$ cat config.mk
export PLATFORM = sky130hd
export DESIGN_NAME = viterbi_ctrl
export DESIGN_NICKNAME = d
export VERILOG_FILES = /design/src/rtl/viterbi_ctrl_pkg.sv /design/src/rtl/viterbi_ctrl_norm_cnt.sv /design/src/rtl/viterbi_ctrl.sv
export SDC_FILE = /design/constraint.sdc
export NUM_CORES = 1
export LEC_CHECK = 0
export ABC_AREA = 0
export CAP_MARGIN = 30
export CELL_PAD_IN_SITES_DETAIL_PLACEMENT = 0
export CELL_PAD_IN_SITES_GLOBAL_PLACEMENT = 1
export CORE_MARGIN = 2
export CORE_UTILIZATION = 40
export DETAILED_ROUTE_END_ITERATION = 10
export PLACE_DENSITY = 0.85
export SYNTH_ARGS = -nofsm -noshare
export SYNTH_HDL_FRONTEND = slang
export SYNTH_SLANG_ARGS = --single-unit
$ cat constraint.sdc
create_clock -name clk -period 4.5 [get_ports clk]
set_clock_uncertainty 0.05 [all_clocks]
set_input_delay 0.9 -clock clk [delete_from_list [all_inputs] [get_ports clk]]
set_output_delay 0.9 -clock clk [all_outputs]
set_load 0.03 [all_outputs]
$ cat src/rtl/viterbi_ctrl_pkg.sv
// Shared parameters for the Viterbi decoder control slice.
// Holds the symbol width, the TB_DEPTH / NORM_PERIOD defaults and the FSM
// state encoding. The MINSRCH state exists only when ZERO_TAIL_EN is undefined.
package viterbi_ctrl_pkg;

  localparam int unsigned SLICED_INPUT_NUM = 3;
  localparam int unsigned TB_DEPTH_DEF     = 32;
  localparam int unsigned NORM_PERIOD_DEF  = 64;
  localparam int unsigned CNT_W            = 16;
  localparam int unsigned ST_W             = 3;

  typedef logic [ST_W-1:0] state_t;

  localparam logic [ST_W-1:0] ST_IDLE    = 3'd0;
  localparam logic [ST_W-1:0] ST_LOAD    = 3'd1;
  localparam logic [ST_W-1:0] ST_RUN     = 3'd2;
  localparam logic [ST_W-1:0] ST_DRAIN   = 3'd3;
  localparam logic [ST_W-1:0] ST_TB      = 3'd4;
  localparam logic [ST_W-1:0] ST_DONE    = 3'd5;
`ifndef ZERO_TAIL_EN
  localparam logic [ST_W-1:0] ST_MINSRCH = 3'd6;
`endif

endpackage

$ cat src/rtl/viterbi_ctrl_norm_cnt.sv
// Path-metric normalization counter.
// Counts ACS strobes one cycle ahead of o_acs_en so that norm rises in the
// same cycle as every NORM_PERIOD-th strobe.
// Ports: clk, rst (async active-low), clr (frame restart), inc (early ACS
// strobe), norm (registered normalize pulse).
module viterbi_norm_cnt
  import viterbi_ctrl_pkg::*;
#(
  parameter int unsigned NORM_PERIOD = NORM_PERIOD_DEF
) (
  input  logic clk,
  input  logic rst,
  input  logic clr,
  input  logic inc,
  output logic norm
);

  localparam int unsigned CW = (NORM_PERIOD > 1) ? $clog2(NORM_PERIOD) : 1;

  logic [CW-1:0] cnt;
  logic          wrap_c;

  assign wrap_c = (cnt == CW'(NORM_PERIOD - 1));

  // Modulo-NORM_PERIOD strobe counter with registered wrap pulse
  always_ff @(posedge clk or negedge rst) begin
    if (!rst) begin
      cnt  <= '0;
      norm <= 1'b0;
    end else if (clr) begin
      cnt  <= '0;
      norm <= 1'b0;
    end else begin
      norm <= inc & wrap_c;
      if (inc) cnt <= wrap_c ? '0 : cnt + CW'(1);
    end
  end

endmodule

$ cat src/rtl/viterbi_ctrl.sv
// Viterbi decoder frame controller.
// Accepts a frame of received symbols, forwards them to the branch-metric
// unit, strobes the ACS array two cycles after each handshake, requests
// path-metric normalization and sequences traceback.
// Ports: clk, rst (async active-low); i_start/i_frame_len frame request;
// i_rx_valid/o_rx_ready/i_rx_data symbol input; o_bm_data, o_acs_en,
// o_pm_clr, o_norm datapath controls; o_tb_start/i_tb_done traceback;
// o_busy, o_done, o_sym_cnt status.
// Config: ZERO_TAIL_EN -- traceback from state 0, DRAIN goes straight to TB.
// When undefined, a MINSRCH state waits on i_min_valid before traceback.
module viterbi_ctrl
  import viterbi_ctrl_pkg::*;
#(
  parameter int unsigned TB_DEPTH    = TB_DEPTH_DEF,
  parameter int unsigned NORM_PERIOD = NORM_PERIOD_DEF
) (
  input  logic                        clk,
  input  logic                        rst,
  input  logic                        i_start,
  input  logic [CNT_W-1:0]            i_frame_len,
  input  logic                        i_rx_valid,
  output logic                        o_rx_ready,
  input  logic [SLICED_INPUT_NUM-1:0] i_rx_data,
  output logic [SLICED_INPUT_NUM-1:0] o_bm_data,
  output logic                        o_acs_en,
  output logic                        o_pm_clr,
  output logic                        o_norm,
  output logic                        o_tb_start,
  input  logic                        i_tb_done,
`ifndef ZERO_TAIL_EN
  input  logic                        i_min_valid,
`endif
  output logic                        o_busy,
  output logic                        o_done,
  output logic [CNT_W-1:0]            o_sym_cnt
);

  state_t             state, state_d;
  logic [CNT_W-1:0]   frame_len;
  logic [CNT_W-1:0]   cnt_d;
  logic               acs_pipe;
  logic               hs_c;
  logic               tb_ok_c;
  logic               rx_ready_d, pm_clr_d, tb_start_d, done_d, busy_d;

  assign hs_c = i_rx_valid & o_rx_ready;

  // Traceback allowed once TB_DEPTH symbols are in, or the whole (short) frame is
  assign tb_ok_c = (32'(o_sym_cnt) >= TB_DEPTH) || (o_sym_cnt == frame_len);

  // Next-state and next-output decode
  always_comb begin
    state_d    = state;
    cnt_d      = o_sym_cnt;
    rx_ready_d = 1'b0;
    pm_clr_d   = 1'b0;
    tb_start_d = 1'b0;
    done_d     = 1'b0;
    busy_d     = 1'b0;

    case (state)
      ST_IDLE:    if (i_start) state_d = ST_LOAD;
      ST_LOAD:    state_d = (frame_len == '0) ? ST_DONE : ST_RUN;
      ST_RUN:     if (hs_c && (o_sym_cnt + CNT_W'(1) == frame_len)) state_d = ST_DRAIN;
      // acs_pipe low means the final strobe is on o_acs_en now or already gone
      ST_DRAIN: begin
        if (!acs_pipe && tb_ok_c) begin
`ifdef ZERO_TAIL_EN
          state_d = ST_TB;
`else
          state_d = ST_MINSRCH;
`endif
        end
      end
`ifndef ZERO_TAIL_EN
      ST_MINSRCH: if (i_min_valid) state_d = ST_TB;
`endif
      ST_TB:      if (i_tb_done) state_d = ST_DONE;
      ST_DONE:    state_d = ST_IDLE;
      default:    state_d = ST_IDLE;
    endcase

    if (state_d == ST_LOAD)                  cnt_d = '0;
    else if (hs_c && o_sym_cnt < frame_len)  cnt_d = o_sym_cnt + CNT_W'(1);

    rx_ready_d = (state_d == ST_RUN) && (cnt_d < frame_len);
    pm_clr_d   = (state_d == ST_LOAD);
    tb_start_d = (state_d == ST_TB) && (state != ST_TB);
    done_d     = (state_d == ST_DONE);
    busy_d     = (state_d != ST_IDLE);
  end

  // State, counters and registered outputs
  always_ff @(posedge clk or negedge rst) begin
    if (!rst) begin
      state      <= ST_IDLE;
      frame_len  <= '0;
      o_sym_cnt  <= '0;
      acs_pipe   <= 1'b0;
      o_acs_en   <= 1'b0;
      o_bm_data  <= '0;
      o_rx_ready <= 1'b0;
      o_pm_clr   <= 1'b0;
      o_tb_start <= 1'b0;
      o_done     <= 1'b0;
      o_busy     <= 1'b0;
    end else begin
      state      <= state_d;
      o_sym_cnt  <= cnt_d;
      acs_pipe   <= hs_c;
      o_acs_en   <= acs_pipe;
      o_rx_ready <= rx_ready_d;
      o_pm_clr   <= pm_clr_d;
      o_tb_start <= tb_start_d;
      o_done     <= done_d;
      o_busy     <= busy_d;
      if (state == ST_IDLE && i_start) frame_len <= i_frame_len;
      if (hs_c)                        o_bm_data <= i_rx_data;
    end
  end

  viterbi_norm_cnt #(
    .NORM_PERIOD (NORM_PERIOD)
  ) u_norm_cnt (
    .clk  (clk),
    .rst  (rst),
    .clr  (state == ST_LOAD),
    .inc  (acs_pipe),
    .norm (o_norm)
  );

endmodule

======== Yosys cells after proc, flatten, opt, wreduce, memory -nomap -nowiden ========
Index checks and enable logic that the tools add are counted.
storage, ports and cells
  output and inout port bits .............. 26
  register bits after elaboration ......... 52
  input bits .............................. 25
  logic and storage cells ................. 58
operators by class
  muxes and demuxes ....................... 13
  reduce and logical (&&, ||, !) cells .... 12
  magnitude comparators ................... 3
  $add $sub $neg .......................... 2
  equality and inequality tests ........... 13
  bitwise operators ....................... 2
operator list
  cell                                                                count
  equality test 16 bit                                                2
  < comparator 16 bit                                                 2
  2-to-1 mux 16 bit                                                   2
  2-to-1 mux 3 bit                                                    6
  2-to-1 mux 6 bit                                                    3
  case mux 3 bit (6 select lines)                                     1
  adder 16 x 1 -> 16 bit, second input constant                       1
  greater-or-equal comparator 16 x 6 -> 1 bit, second input constant  1
  zero test 16 bit                                                    1
  equality test 3 bit, second input constant                          4
  equality test 3 x 2 -> 1 bit, second input constant                 3
  adder 6 x 1 -> 6 bit, second input constant                         1
  equality test 3 x 1 -> 1 bit, second input constant                 2
  equality test 6 bit, second input constant                          1
  logical AND 1 bit                                                   6
  zero test 3 bit                                                     1
  inequality test 3 bit, second input constant                        1
  nonzero test 3 bit                                                  1
  bitwise AND 1 bit                                                   2
  nonzero test 2 bit                                                  1
  zero test 1 bit                                                     1
  logical OR 1 bit                                                    1
  2-to-1 mux 1 bit                                                    1

======== Logic depth before layout (Yosys ltp) ========
Gate-level depths: netlist (run 1).
  depth after elaboration ................. 9
  mapped depth ............................ 19
  mapped depth without buffers ............ 17

======== By module ========
From an unflattened synthesis (run 1), not the netlist that was laid out.
second synthesis, totals
  cells, all modules ...................... 382
  area, all modules ....................... 3510.9 um^2
modules (own cells, without submodules)
  module            cells each  sequential area each (um^2)  area an instance (um^2)  times used
  viterbi_ctrl      351         1126.1                       3170.5                   1
  viterbi_norm_cnt  31          175.2                        340.3                    1

======== Worst setup path before layout (run 1) ========
OpenSTA, ideal clock, no wires.
  kind .................................... reg2reg
  start point ............................. register o_sym_cnt[14]
  end point ............................... register o_rx_ready
  period minus slack after synthesis ...... 4270 ps
  data required time ...................... 4322 ps
  buffers on the path ..................... 2
  data arrival time ....................... 4092 ps
  setup slack ............................. 230 ps
  cell stages (with the launch flop) ...... 19
  library setup time ...................... 128 ps
  cell sequence ........................... dfrtp_1 -> ha_1 -> nand4_1 -> or4_1 -> a21oi_1 -> and4b_1 -> clkbuf_1 -> buf_2 -> nand3_1 -> xor2_1 -> nor2_1 -> ha_1 -> nand3_1 -> or3_1 -> or4_1 -> o21ai_1 -> nor4_1 -> o31ai_1 -> nor3_1
on the way
  cells in the longest elaborated chain, start to end .. 9
  elaborated cells between the ends (all ways) .. 18
  classes of those cells .................. 1 x add/sub; 3 x order compare; 4 x eq/ne; 5 x mux; 5 x reduce/logical
RTL lines
  what                                                             RTL line                                text
  from (decl)                                                      viterbi_ctrl.sv:35                      output logic [CNT_W-1:0] o_sym_cnt
  from (signal assigned)                                           viterbi_ctrl.sv:109                     o_sym_cnt <= cnt_d;
  adder 16 x 1 -> 16 bit (tied with other cells)                   viterbi_ctrl.sv:64                      ST_RUN: if (hs_c && (o_sym_cnt + CNT_W'(1) == frame_len)) state_d = ST_DRAIN;
  equality test 16 bit / logical OR 1 bit (equally long branches)  viterbi_ctrl.sv:64, viterbi_ctrl.sv:49
  logical AND 1 bit, on equally long branches                      viterbi_ctrl.sv:64, viterbi_ctrl.sv:67
  2-to-1 mux 3 bit, on equally long branches                       viterbi_ctrl.sv:64, viterbi_ctrl.sv:67
  case mux 3 bit (6 select lines)                                  viterbi_ctrl.sv:61                      case (state)
  equality test 3 x 1 -> 1 bit                                     viterbi_ctrl.sv:83                      if (state_d == ST_LOAD) cnt_d = '0;
  2-to-1 mux 16 bit *                                              viterbi_ctrl.sv:83
  net cnt_d[11]                                                    viterbi_ctrl.sv:40                      logic [CNT_W-1:0] cnt_d;
  < comparator 16 bit *                                            viterbi_ctrl.sv:86                      rx_ready_d = (state_d == ST_RUN) && (cnt_d < frame_len);
  logical AND 1 bit *                                              viterbi_ctrl.sv:86
  net rx_ready_d                                                   viterbi_ctrl.sv:44                      logic rx_ready_d, pm_clr_d, tb_start_d, done_d, busy_d;
  to (signal assigned)                                             viterbi_ctrl.sv:112                     o_rx_ready <= rx_ready_d;
  to (decl)                                                        viterbi_ctrl.sv:22                      output logic o_rx_ready,
The timed path passes the listed nets; every way through them passes the cells marked *.
A chain may end at the register's enable or synchronous reset.

======== Worst setup path in the final report (run 1) ========
  start point ............................. register frame_len[11]
  end point ............................... register o_rx_ready
on the way
  cells in the longest elaborated chain, start to end .. 9
  elaborated cells between the ends (all ways) .. 18
  classes of those cells .................. 2 x order compare; 4 x eq/ne; 6 x mux; 6 x reduce/logical
RTL lines
  what                             RTL line             text
  from (decl)                      viterbi_ctrl.sv:39   logic [CNT_W-1:0] frame_len;
  from (signal assigned)           viterbi_ctrl.sv:117  if (state == ST_IDLE && i_start) frame_len <= i_frame_len;
  equality test 16 bit             viterbi_ctrl.sv:49   assign tb_ok_c = (32'(o_sym_cnt) >= TB_DEPTH) || (o_sym_cnt == frame_len);
  logical OR 1 bit                 viterbi_ctrl.sv:49
  logical AND 1 bit                viterbi_ctrl.sv:67   if (!acs_pipe && tb_ok_c) begin
  2-to-1 mux 3 bit                 viterbi_ctrl.sv:67
  case mux 3 bit (6 select lines)  viterbi_ctrl.sv:61
  equality test 3 x 1 -> 1 bit     viterbi_ctrl.sv:83
  2-to-1 mux 16 bit *              viterbi_ctrl.sv:83
  net cnt_d[8]                     viterbi_ctrl.sv:40
  < comparator 16 bit *            viterbi_ctrl.sv:86
  logical AND 1 bit *              viterbi_ctrl.sv:86
  net rx_ready_d                   viterbi_ctrl.sv:44
Marked as above.

==> out/results.txt, run 1 <==
Tmin final -> 4250 ps
DRT Wirelength -> 8960 um
Pins Over Slew Limit -> 0
Multiplexer share of the synthesized area -> 2.69%
Max Cap Viol -> 0
Initial antenna violation count -> 0
Remaining antenna violation count -> 0
Cell taking the most area after synthesis -> dfrtp_1
Post-CTS Setup Inserts -> 0
Clock root buffer master -> clkbuf_8
Final setup viols -> 0
Sequential area share after synthesis -> 36.3%
Fin nets -> 515
Crit path required time -> 4650 ps
Overflow after GRT -> 0
Worst EP arrival -> 4390 ps
Site Rows -> 34
DR pass1 iterations -> 4
Setup Crit Path Kind -> register to register
Status -> finished, final reports clean
Peak Freq -> 0.235 GHz
Routability cong. -> 0.917
Post-Synth Adder-Cell Area -> 12.2%
1st-iter DRT viols -> 136
Critical path fanouts, max -> 9
Synth Area in Compound Gates -> 13.2%
Vias/cell -> 5.45
Clock transition at path regs -> 100 ps
Syn_nets -> 454
CP endpoint kind -> register
Number of synthesized register bits -> 52
Largest family of logic cells by synthesized area -> simple AND/OR/NAND/NOR gates
XOR/XNOR Fraction of Synth Area -> 8.52%
Share of layout cells above drive strength 1 -> 12.0%
Largest net degree at the start of global routing -> 38
Synth Instances -> 395
Synth warn -> 0
CTS Sinks -> 52
Hold Fails Final Rpt -> 0
Worst path slowest cell -> or4_1
Post-synth cell types -> 57
WL per Instance -> 15.9 um
Pwr dens -> 362 nW/um^2
Post-synth EDFFs -> 0
First-pass GRT wire length -> 15,300 um
DRC errors left -> 0
Crit start category -> register
Synth Area in Simple Gates -> 21.3%
DP HPWL -> 6980 um
Synth area leaders -> dfrtp_1, ha_1, xor2_1
HP Class -> primary input to asynchronous set/reset pin
Vias in the first global route -> 3,094
Worst Tran Pin Value -> 503 ps
Initial core utilization -> 41.1%
Mapped Area -> 3580 um^2
Die Span Y -> 98.7 um
Worst-Skew Late Latency -> 310 ps
Fin crit share -> 94.4%
Critical path cell sequence -> inv_1, ha_1, nand4_1, or4_1, a21oi_1, and4b_4, buf_4, nand2b_1, xor2_1, nor2_1, ha_1, nand3_1, or3_1, or4_1, o21ai_1, nor4_1, o31ai_1, nor3_1
Area growth syn-to-layout -> 22.8%
Htree depth -> 2
CTS tree -> built
Crit path largest cell delay -> 590 ps
Worst rel slew slack -> 66.2%
Port Buffers -> 50
RSZ-0062 raised after global routing -> false
Post_cts resized -> 0
Synth top cells by count -> dfrtp_1, nand2_1, ha_1, nor2_1, a21oi_1
Hold-fix buffers, CTS -> 0
Diodes inserted -> 0
Core area -> 8720 um^2
Post-route setup TNS -> 0 ps
# IOs -> 51
Fill count -> 842
Dominant synthesized flop cell -> dfrtp_1
Min Hold Slack -> 429 ps
Mean Syn Cell Area -> 9.07 um^2
Die area -> 9730 um^2
Clk buf depth -> 2
GRT Total Usage -> 19.1%
VDD IR-drop max -> 0.174 mV
Most common cell in the synthesized netlist -> dfrtp_1
Clock buffer count from CTS -> 5
Die width -> 98.7 um
Ys async rst share -> 100%
Via count -> 3,080
Leakage -> 1.92 nW
Top cell type's share of synthesized area -> 36.3%
==> stage by stage <==
stage                     power, mW  std cells  utilization, %  setup WS [ps]  instance area [um^2]
after floorplan                1.05        395               -            230                  3580
after global placement         1.26        557            49.1            167                  4280
after detailed placement       1.27        557            49.1            121                  4280
after CTS                      1.60        565            50.4            135                  4390
after global routing           1.70        565            50.4           32.5                  4400
final                          1.59        565            50.4            253                  4400
==> metal layers <==
layer	global-route usage (%)	part of all wire [%]	up-vias
li1	-	-	1518
met1	26.1	46	1480
met2	32.6	48	72
met3	2.77	4.0	10
met4	4.11	1.4	0
met5	0	0	-
==> worst max-delay path, delay by kind of cell (launching register included) <==
kind / cells / cell delay, ps
AOI/OAI and AO/OA: 3 / 370
xor gates and xnor gates: 1 / 150
adders and majority gates: 2 / 600
buffers and inverters: 2 / 260
DFF: 1 / 390
and+or+nand+nor: 10 / 2300
==> layout by cell type (no fill, tap or decap), types with 3 or more instances in the layout <==
cell type         n
a21oi_1          24
a311oi_1          3
buf_4            25
clkbuf_8          5
clkdlybuf4s50_1  49
dfrtp_1          51
ha_1             34
inv_1            22
mux2_2            5
mux2i_1           4
nand2_1          36
nand2b_1          3
nand3_1          16
nand4_1          14
nor2_1           34
nor2b_1           6
nor3_1            6
nor4_1           10
o211ai_1          6
o21a_1            3
o21ai_0          21
or3_1             4
xnor2_1          12
xor2_1           21
==> worst paths after layout <==
path	start	end	slack, ps	cells past startpoint
max	frame_len[11]$_DFFE_PN0P_	o_rx_ready$_DFF_PN0_	250	18
min	rst	u_norm_cnt.cnt[1]$_DFFE_PN0P_	430	1
max reg2reg	frame_len[11]$_DFFE_PN0P_	o_rx_ready$_DFF_PN0_	250	18
min reg2reg	o_bm_data[1]$_DFFE_PN0P_	o_bm_data[1]$_DFFE_PN0P_	460	1
max in group asynchronous	rst	frame_len[8]$_DFFE_PN0P_	3160	2
min in group clk	o_bm_data[1]$_DFFE_PN0P_	o_bm_data[1]$_DFFE_PN0P_	460	1
==> power by group <==
part           internal, mW  leakage (nW)  total (mW)  switching (mW)
Clock                 0.165        0.0541       0.330           0.165
Sequential            0.539         0.627       0.628          0.0893
Combinational         0.279          1.24       0.636           0.356
==> cell families after synthesis <==
group | count (synthesis)
simple gates | 148
flops | 52
mux | 9
buf+inv | 43
compound gates | 74
xor+xnor | 34
fa+ha+maj | 35
==> layout make-up <==
cell class / instances / area, um^2 / share of cell area, %
Sequential cell: 52 / 1300 / 29.6
Clock buffer: 5 / 68.8 / 1.56
Tap cell: 108 / 135 / 3.07
Multi-Input combinational cell: 300 / 2080 / 47.4
Inverter: 22 / 82.6 / 1.88
Timing Repair Buffer: 75 / 683 / 15.5
Clock inverter: 3 / 42.5 / 0.967
==> sequential cells by signal (all words and copies together) (netlist names) <==
| name | flops |
|---|---|
| o_bm_data | 3 |
| o_tb_start | 1 |
| o_acs_en | 1 |
| state | 3 |
| u_norm_cnt.norm | 1 |
| o_pm_clr | 1 |
| o_done | 1 |
| u_norm_cnt.cnt | 6 |
| o_sym_cnt | 16 |
| frame_len | 16 |
| o_busy | 1 |
| acs_pipe | 1 |
| o_rx_ready | 1 |
Power figures use the tool's default switching activity.
==> run 2, diff against run 1 <==
ABC_CLOCK_PERIOD_IN_PS = 4500   (was unset)
CORE_UTILIZATION = 30   (was 40)
PLACE_DENSITY = 0.69   (was 0.85)
==> run 2 against run 1 <==
Wire length increased by 9.8%. Via count increased by 0.58%. Final area up 2.0%. Largest cell class unchanged. Sequential share of layout area down 0.61 points. Clock power rose by 20%.
==> out/results.txt, run 2 (synthesized netlist as in run 1, its figures left out) <==
Switch share -> 38.3% (about the same)
Initial antenna violation count -> 0 (unchanged)
Area post-placement -> 4330 um^2 (+1.1%)
DRT Wirelength -> 9840 um (+9.8%)
Final core occ -> 39.0% (-11 points)
Internal -> 1.03 mW (+4.7%)
RSZ-0062 raised after global routing -> false
Worst rel slew slack -> 52.1% (-14 points)
Initial core utilization -> 31.1% (-10 points)
Non-filler cells, final -> 599 (+6.0%)
HP Class -> register to register
Die Span Y -> 113 um (+15%)
Peak Freq -> 0.240 GHz (+2.1%)
Hold Fails Final Rpt -> 0 (unchanged)
Capturing point of the worst reg2reg path -> o_rx_ready$_DFF_PN0_
Clock buffer count from CTS -> 5 (unchanged)
Worst setup path end -> o_rx_ready$_DFF_PN0_
Worst Tran Pin Value -> 719 ps (+216 ps)
Share of layout cells above drive strength 1 -> 11.8% (-0.19 points)
Via count -> 3,098 (+0.58%)
Max Cap Viol -> 0 (unchanged)
Post-route setup TNS -> 0 ps (unchanged)
Routability cong. -> 0.846 (-7.7%)
Status -> finished, final reports clean
Slack of the critical path -> 341 ps (+88.3 ps)
Design Power -> 1.67 mW (+4.7%)
Reg2reg setup slack -> 340 ps (+90 ps)
Post-route cell area -> 4490 um^2 (+2.0%)
Vias/cell -> 5.17 (-5.1%)
GR peak layer -> met2
Final setup viols -> 0 (unchanged)
Overflow after GRT -> 0 (unchanged)
Met2 Usage GRT -> 26.6% (-6.0 points)
Die area -> 12,800 um^2 (+32%)
Crit path required time -> 4630 ps (-20 ps)
DR pass1 iterations -> 4 (unchanged)
CTS Sinks -> 52 (unchanged)
Met3 Usage GRT -> 2.25% (-0.52 points)
DP HPWL -> 7490 um (+7.3%)
1st-iter DRT viols -> 183 (+35%)
Remaining antenna violation count -> 0 (unchanged)
Vias in the first global route -> 3,138 (+1.4%)
R2R cell count -> 17 (-1)
Port Buffers -> 50 (unchanged)
Worst slack, placed -> 82.9 ps (-38.5 ps)
Most frequent cells in the layout -> dfrtp_1, clkdlybuf4s50_1, nand2_1
Combinational cell fraction of total power -> 38.7% (-1.2 points)
VDD IR-drop max -> 0.171 mV (-2.0%)
WL per Instance -> 16.4 um (+3.6%)
Clock root buffer master -> clkbuf_16
GRT Total Usage -> 16.2% (-3.0 points)
Worst EP arrival -> 4290 ps (-100 ps)
CTS tree -> built
First-pass GRT wire length -> 16,600 um (+8.2%)
Area growth syn-to-layout -> 25.2%
Min Hold Slack -> 455 ps (+25.9 ps)
Switch Pwr -> 0.640 mW (+4.7%)
Die width -> 113 um (+15%)
Largest regs -> frame_len x16, o_sym_cnt x16, u_norm_cnt.cnt x6
CP startpoint -> frame_len[11]$_DFFE_PN0P_
Fin nets -> 514 (-0.19%)
Leakage -> 1.94 nW (+1.0%)
DRC errors left -> 0 (unchanged)
Fin crit share -> 92.4% (-2.0 points)
Core area -> 11,500 um^2 (+32%)
Site Rows -> 39 (+15%)
GR Util met1 -> 22.2% (-3.8 points)
Worst-Skew Late Latency -> 300 ps (about the same)
Clk buf depth -> 2 (unchanged)
Htree depth -> 2 (unchanged)
Clock network fraction of total power -> 23.7% (+3.0 points)
Most common cell after layout, fill and taps aside -> dfrtp_1
Clock transition at path regs -> 80 ps (-20 ps)
Diodes inserted -> 0 (unchanged)
Pins Over Slew Limit -> 0 (unchanged)
Largest net degree at the start of global routing -> 53 (+39%)
Reg-to-Reg Start -> frame_len[11]$_DFFE_PN0P_
CP endpoint kind -> register
Placed cells -> 591 (+6.1%)
Setup Crit Path Kind -> register to register
Critical path fanouts, max -> 10 (+1)
Crit start category -> register
Tmin final -> 4160 ps (-88.3 ps)
Pwr dens -> 372 nW/um^2 (+2.7%)
# IOs -> 51 (unchanged)
Seq pwr share -> 37.5% (-1.9 points)
Post-CTS Setup Inserts -> 0 (unchanged)
[run 2: repair_timing]
action                                  CTS  global route
hold buffers                              0             0
endpoints found under the setup margin    0             1
gates resized for setup                   0             3
[run 2: how the worst min path moves through the flow]
stage                             startpoint                        to  depth (start not counted)
floorplan                 acs_pipe$_DFF_PN0_        o_acs_en$_DFF_PN0_                          0
global placement    o_bm_data[1]$_DFFE_PN0P_  o_bm_data[1]$_DFFE_PN0P_                          1
detailed placement  o_bm_data[1]$_DFFE_PN0P_  o_bm_data[1]$_DFFE_PN0P_                          1
CTS                 o_bm_data[1]$_DFFE_PN0P_  o_bm_data[1]$_DFFE_PN0P_                          1
global route        o_bm_data[1]$_DFFE_PN0P_  o_bm_data[1]$_DFFE_PN0P_                          1
finish              o_bm_data[1]$_DFFE_PN0P_  o_bm_data[1]$_DFFE_PN0P_                          1
[run 2: worst max-delay path, cell delays in order (launching register included)]
cell and delay [ps]:
dfrtp_1 390, inv_1 100, ha_1 330, nand4_1 160, or4_4 550, a21oi_1 150
and4b_4 260, nand3_1 100, xor2_1 160, nor2_1 80, ha_1 300, nand3_1 100
or3_1 420, or4_1 560, o21ai_1 140, nor4_1 60, o31ai_1 60, nor3_1 70
[run 2: per-layer routing]
metal  wire length (um)  share of wire, %
met5                  0                 0
met4                170               1.7
met1               4430                45
met3                511               5.2
met2               4720                48
[run 2: cell type report]
cell class / count / area, um^2
multi-input cells: 300 / 2090
well taps: 143 / 179
flip-flops and latches: 52 / 1300
repair buffers: 74 / 688
clock inverters: 3 / 22.5
fillers: 1197 / 7030
clock buffers: 5 / 125
inverters: 22 / 82.6
[run 2: power groups by stage]
stage / sequential, mW / clock, mW / combinational [mW]
2_1_floorplan: 0.687 / 0 / 0.366
3_3_place_gp: 0.634 / 0 / 0.636
3_5_place_dp: 0.635 / 0 / 0.644
4_1_cts: 0.627 / 0.410 / 0.647
5_1_grt: 0.640 / 0.430 / 0.720
6_report: 0.626 / 0.396 / 0.646
==> run 3, diff against run 2 <==
ABC_CLOCK_PERIOD_IN_PS = 3800   (was 4500)
CORE_MARGIN = 3   (was 2)
PLACE_DENSITY = 0.71   (was 0.69)
clock period = 3.8 ns   (was 4.5 ns; I/O delays follow)
==> run 3 against run 2 <==
The flow now finishes with violations (negative setup slack). Combinational power increased by 44%. Clock power increased by 21%. Utilization increased by 4.8 points. Sequential power up 14%. Sequential share of layout area is 3.0 points lower. Sequential cell count unchanged. Via count grew 6.7%. Worst hold slack lost 200 ps. Final area is 13% higher. Die area increased by 3.6%. Power up 27%. Largest cell class unchanged.
==> out/results.txt, run 3 (synthesized netlist as in run 1, its figures left out) <==
Hold Fails Final Rpt -> 0 (unchanged)
Post-route setup TNS -> -242 ps (-242 ps)
Reg2reg setup slack -> -240 ps (-580 ps)
Slack of the critical path -> -242 ps (-583 ps)
WL per Instance -> 16.2 um (-1.6%)
Max Cap Viol -> 0 (unchanged)
Share of layout cells above drive strength 1 -> 27.6% (+16 points)
Peak Freq -> 0.247 GHz (+2.9%)
Worst path slowest cell -> or4_4
Status -> finished with violations
Crit path required time -> 3930 ps (-700 ps)
Clock root buffer master -> clkbuf_16
Area growth syn-to-layout -> 41.2%
Port Buffers -> 50 (unchanged)
Crit path largest cell delay -> 580 ps (+20 ps)
Final setup viols -> 1 (+1)
Tmin final -> 4040 ps (-117 ps)
Clock network fraction of total power -> 22.7% (-1.0 points)
Most common cell after layout, fill and taps aside -> buf_4
Reg-to-Reg Start -> o_sym_cnt[13]$_DFF_PN0_
Worst-Skew Late Latency -> 300 ps (about the same)
Largest net degree at the start of global routing -> 37 (-30%)
DR pass1 iterations -> 4 (unchanged)
Routability cong. -> 0.870 (+2.9%)
Worst Tran Pin Value -> 462 ps (-257 ps)
CTS tree -> built
Seq pwr share -> 33.5% (-4.0 points)
Worst setup path end -> o_rx_ready$_DFF_PN0_
Die area -> 13,300 um^2 (+3.6%)
Internal -> 1.32 mW (+28%)
Fin crit share -> 106% (+14 points)
Design Power -> 2.12 mW (+27%)
Site Rows -> 39 (unchanged)
Die Span Y -> 115 um (+1.8%)
Multi-input gate area -> 2250 um^2 (+7.7%)
Switch Pwr -> 0.804 mW (+26%)
Largest regs -> frame_len x16, o_sym_cnt x16, u_norm_cnt.cnt x6
Fin nets -> 566 (+10%)
Delay-heaviest family, CP -> simple AND/OR/NAND/NOR gates
1st-iter DRT viols -> 202 (+10%)
Via count -> 3,305 (+6.7%)
DP HPWL -> 8150 um (+8.8%)
Pins Over Slew Limit -> 0 (unchanged)
Setup Crit Path Kind -> register to register
CP endpoint kind -> register
CP startpoint -> o_sym_cnt[13]$_DFF_PN0_
Clk buf depth -> 2 (unchanged)
Crit start category -> register
Fill count -> 1,140 (-4.8%)
R2R cell count -> 17 (unchanged)
Critical path fanouts, max -> 4 (-6)
Capturing point of the worst reg2reg path -> o_rx_ready$_DFF_PN0_
Core area -> 11,600 um^2 (+0.42%)
# IOs -> 51 (unchanged)
Leakage -> 2.18 nW (+12%)
CTS Sinks -> 52 (unchanged)
Vias in the first global route -> 3,397 (+8.3%)
Initial core utilization -> 31.0% (-0.13 points)
Clock transition at path regs -> 80 ps (about the same)
Combinational cell fraction of total power -> 43.9% (+5.2 points)
Crit path depth -> 17 (unchanged)
Buffers & Inverters on Critical Path -> 1 (unchanged)
Switch share -> 37.9% (-0.47 points)
Clock buffer count from CTS -> 5 (unchanged)
Htree depth -> 2 (unchanged)
DRC errors left -> 0 (unchanged)
Die width -> 115 um (+1.8%)
First-pass GRT wire length -> 17,300 um (+4.7%)
Worst EP arrival -> 4170 ps (-120 ps)
Worst rel slew slack -> 68.9% (+17 points)
Violated checks -> negative setup slack
Initial antenna violation count -> 0 (unchanged)
Area post-placement -> 4730 um^2 (+9.3%)
Diodes inserted -> 0 (unchanged)
Post-route cell area -> 5060 um^2 (+13%)
GRT Total Usage -> 16.4% (+0.19 points)
HP Class -> primary input to asynchronous set/reset pin
Vias/cell -> 5.08 (-1.8%)
Hold-fix buffers, CTS -> 0 (unchanged)
Overflow after GRT -> 0 (unchanged)
VDD IR-drop max -> 0.170 mV (-0.76%)
Remaining antenna violation count -> 0 (unchanged)
Most frequent cells in the layout -> buf_4, clkdlybuf4s50_1, dfrtp_1
RSZ-0062 raised after global routing -> true
Reg area -> 1310 um^2 (+0.96%)
DRT Wirelength -> 10,500 um (+6.9%)
Pwr dens -> 420 nW/um^2 (+13%)
Critical path cell sequence -> ha_4, nand4_1, or4_4, a21oi_4, and4b_2, buf_6, nand3_2, xor2_1, nor2_1, ha_1, nand3_2, or3_4, or4_4, o21ai_2, nor4_1, o31ai_2, nor3_2
## run 3: changes by cell type in the layout (fill, tap and decap cells not counted), sizes merged
cell / change
clkinv: -1
and4b: +1
clkinvlp: +1
buf: +51
## run 3: power by group through the flow
stage	sequential (mW)	clock (mW)	combinational, mW
global placement	0.713	0	0.877
floorplan	0.817	0	0.439
CTS	0.710	0.491	0.918
global route	0.722	0.513	1.02
detailed placement	0.718	0	0.890
finish	0.711	0.481	0.931
## run 3: layer usage
metal	track usage, %	vias to the layer above	wire [um]	part of all wire (%)
li1	-	1625	-	-
met3	2.58	22	397	3.8
met4	5.40	0	251	2.4
met2	26.5	75	4900	47
met1	22.4	1583	4970	47
met5	0	-	0	0
## run 3: cell type report
class                           instances  share of cell area [%]
Clock buffer                            5                    2.47
Clock inverter                          3                   0.544
Inverter                               22                    1.63
Multi-Input combinational cell        301                    44.5
Sequential cell                        52                    26.0
Tap cell                              143                    3.54
Timing Repair Buffer                  125                    21.4
## run 3: repair_timing
action | in CTS | in global routing
gates cloned | 1 | 0
setup buffers | 6 | 3
pin swaps | 13 | 10
resized for setup | 15 | 9
setup endpoints to repair | 1 | 1
## run 3: worst min-delay path by stage
stage / cells past startpoint / to / from / slack (ps)
floorplan: 0 / o_acs_en$_DFF_PN0_ / acs_pipe$_DFF_PN0_ / 300
global placement: 1 / o_bm_data[1]$_DFFE_PN0P_ / o_bm_data[1]$_DFFE_PN0P_ / 440
detailed placement: 1 / o_bm_data[0]$_DFFE_PN0P_ / o_bm_data[0]$_DFFE_PN0P_ / 450
CTS: 1 / u_norm_cnt.norm$_DFF_PN0_ / rst / 260
global route: 1 / u_norm_cnt.norm$_DFF_PN0_ / rst / 270
finish: 1 / u_norm_cnt.norm$_DFF_PN0_ / rst / 260
## run 3: stage by stage
step	utilization (%)	hold WS [ps]	setup slack (ps)	cells
after floorplan	-	302	-168	395
after global placement	40.8	443	-363	633
after detailed placement	40.9	455	-493	634
after CTS	43.3	263	-75.9	648
after global routing	43.8	267	-388	651
final	43.8	259	-242	651
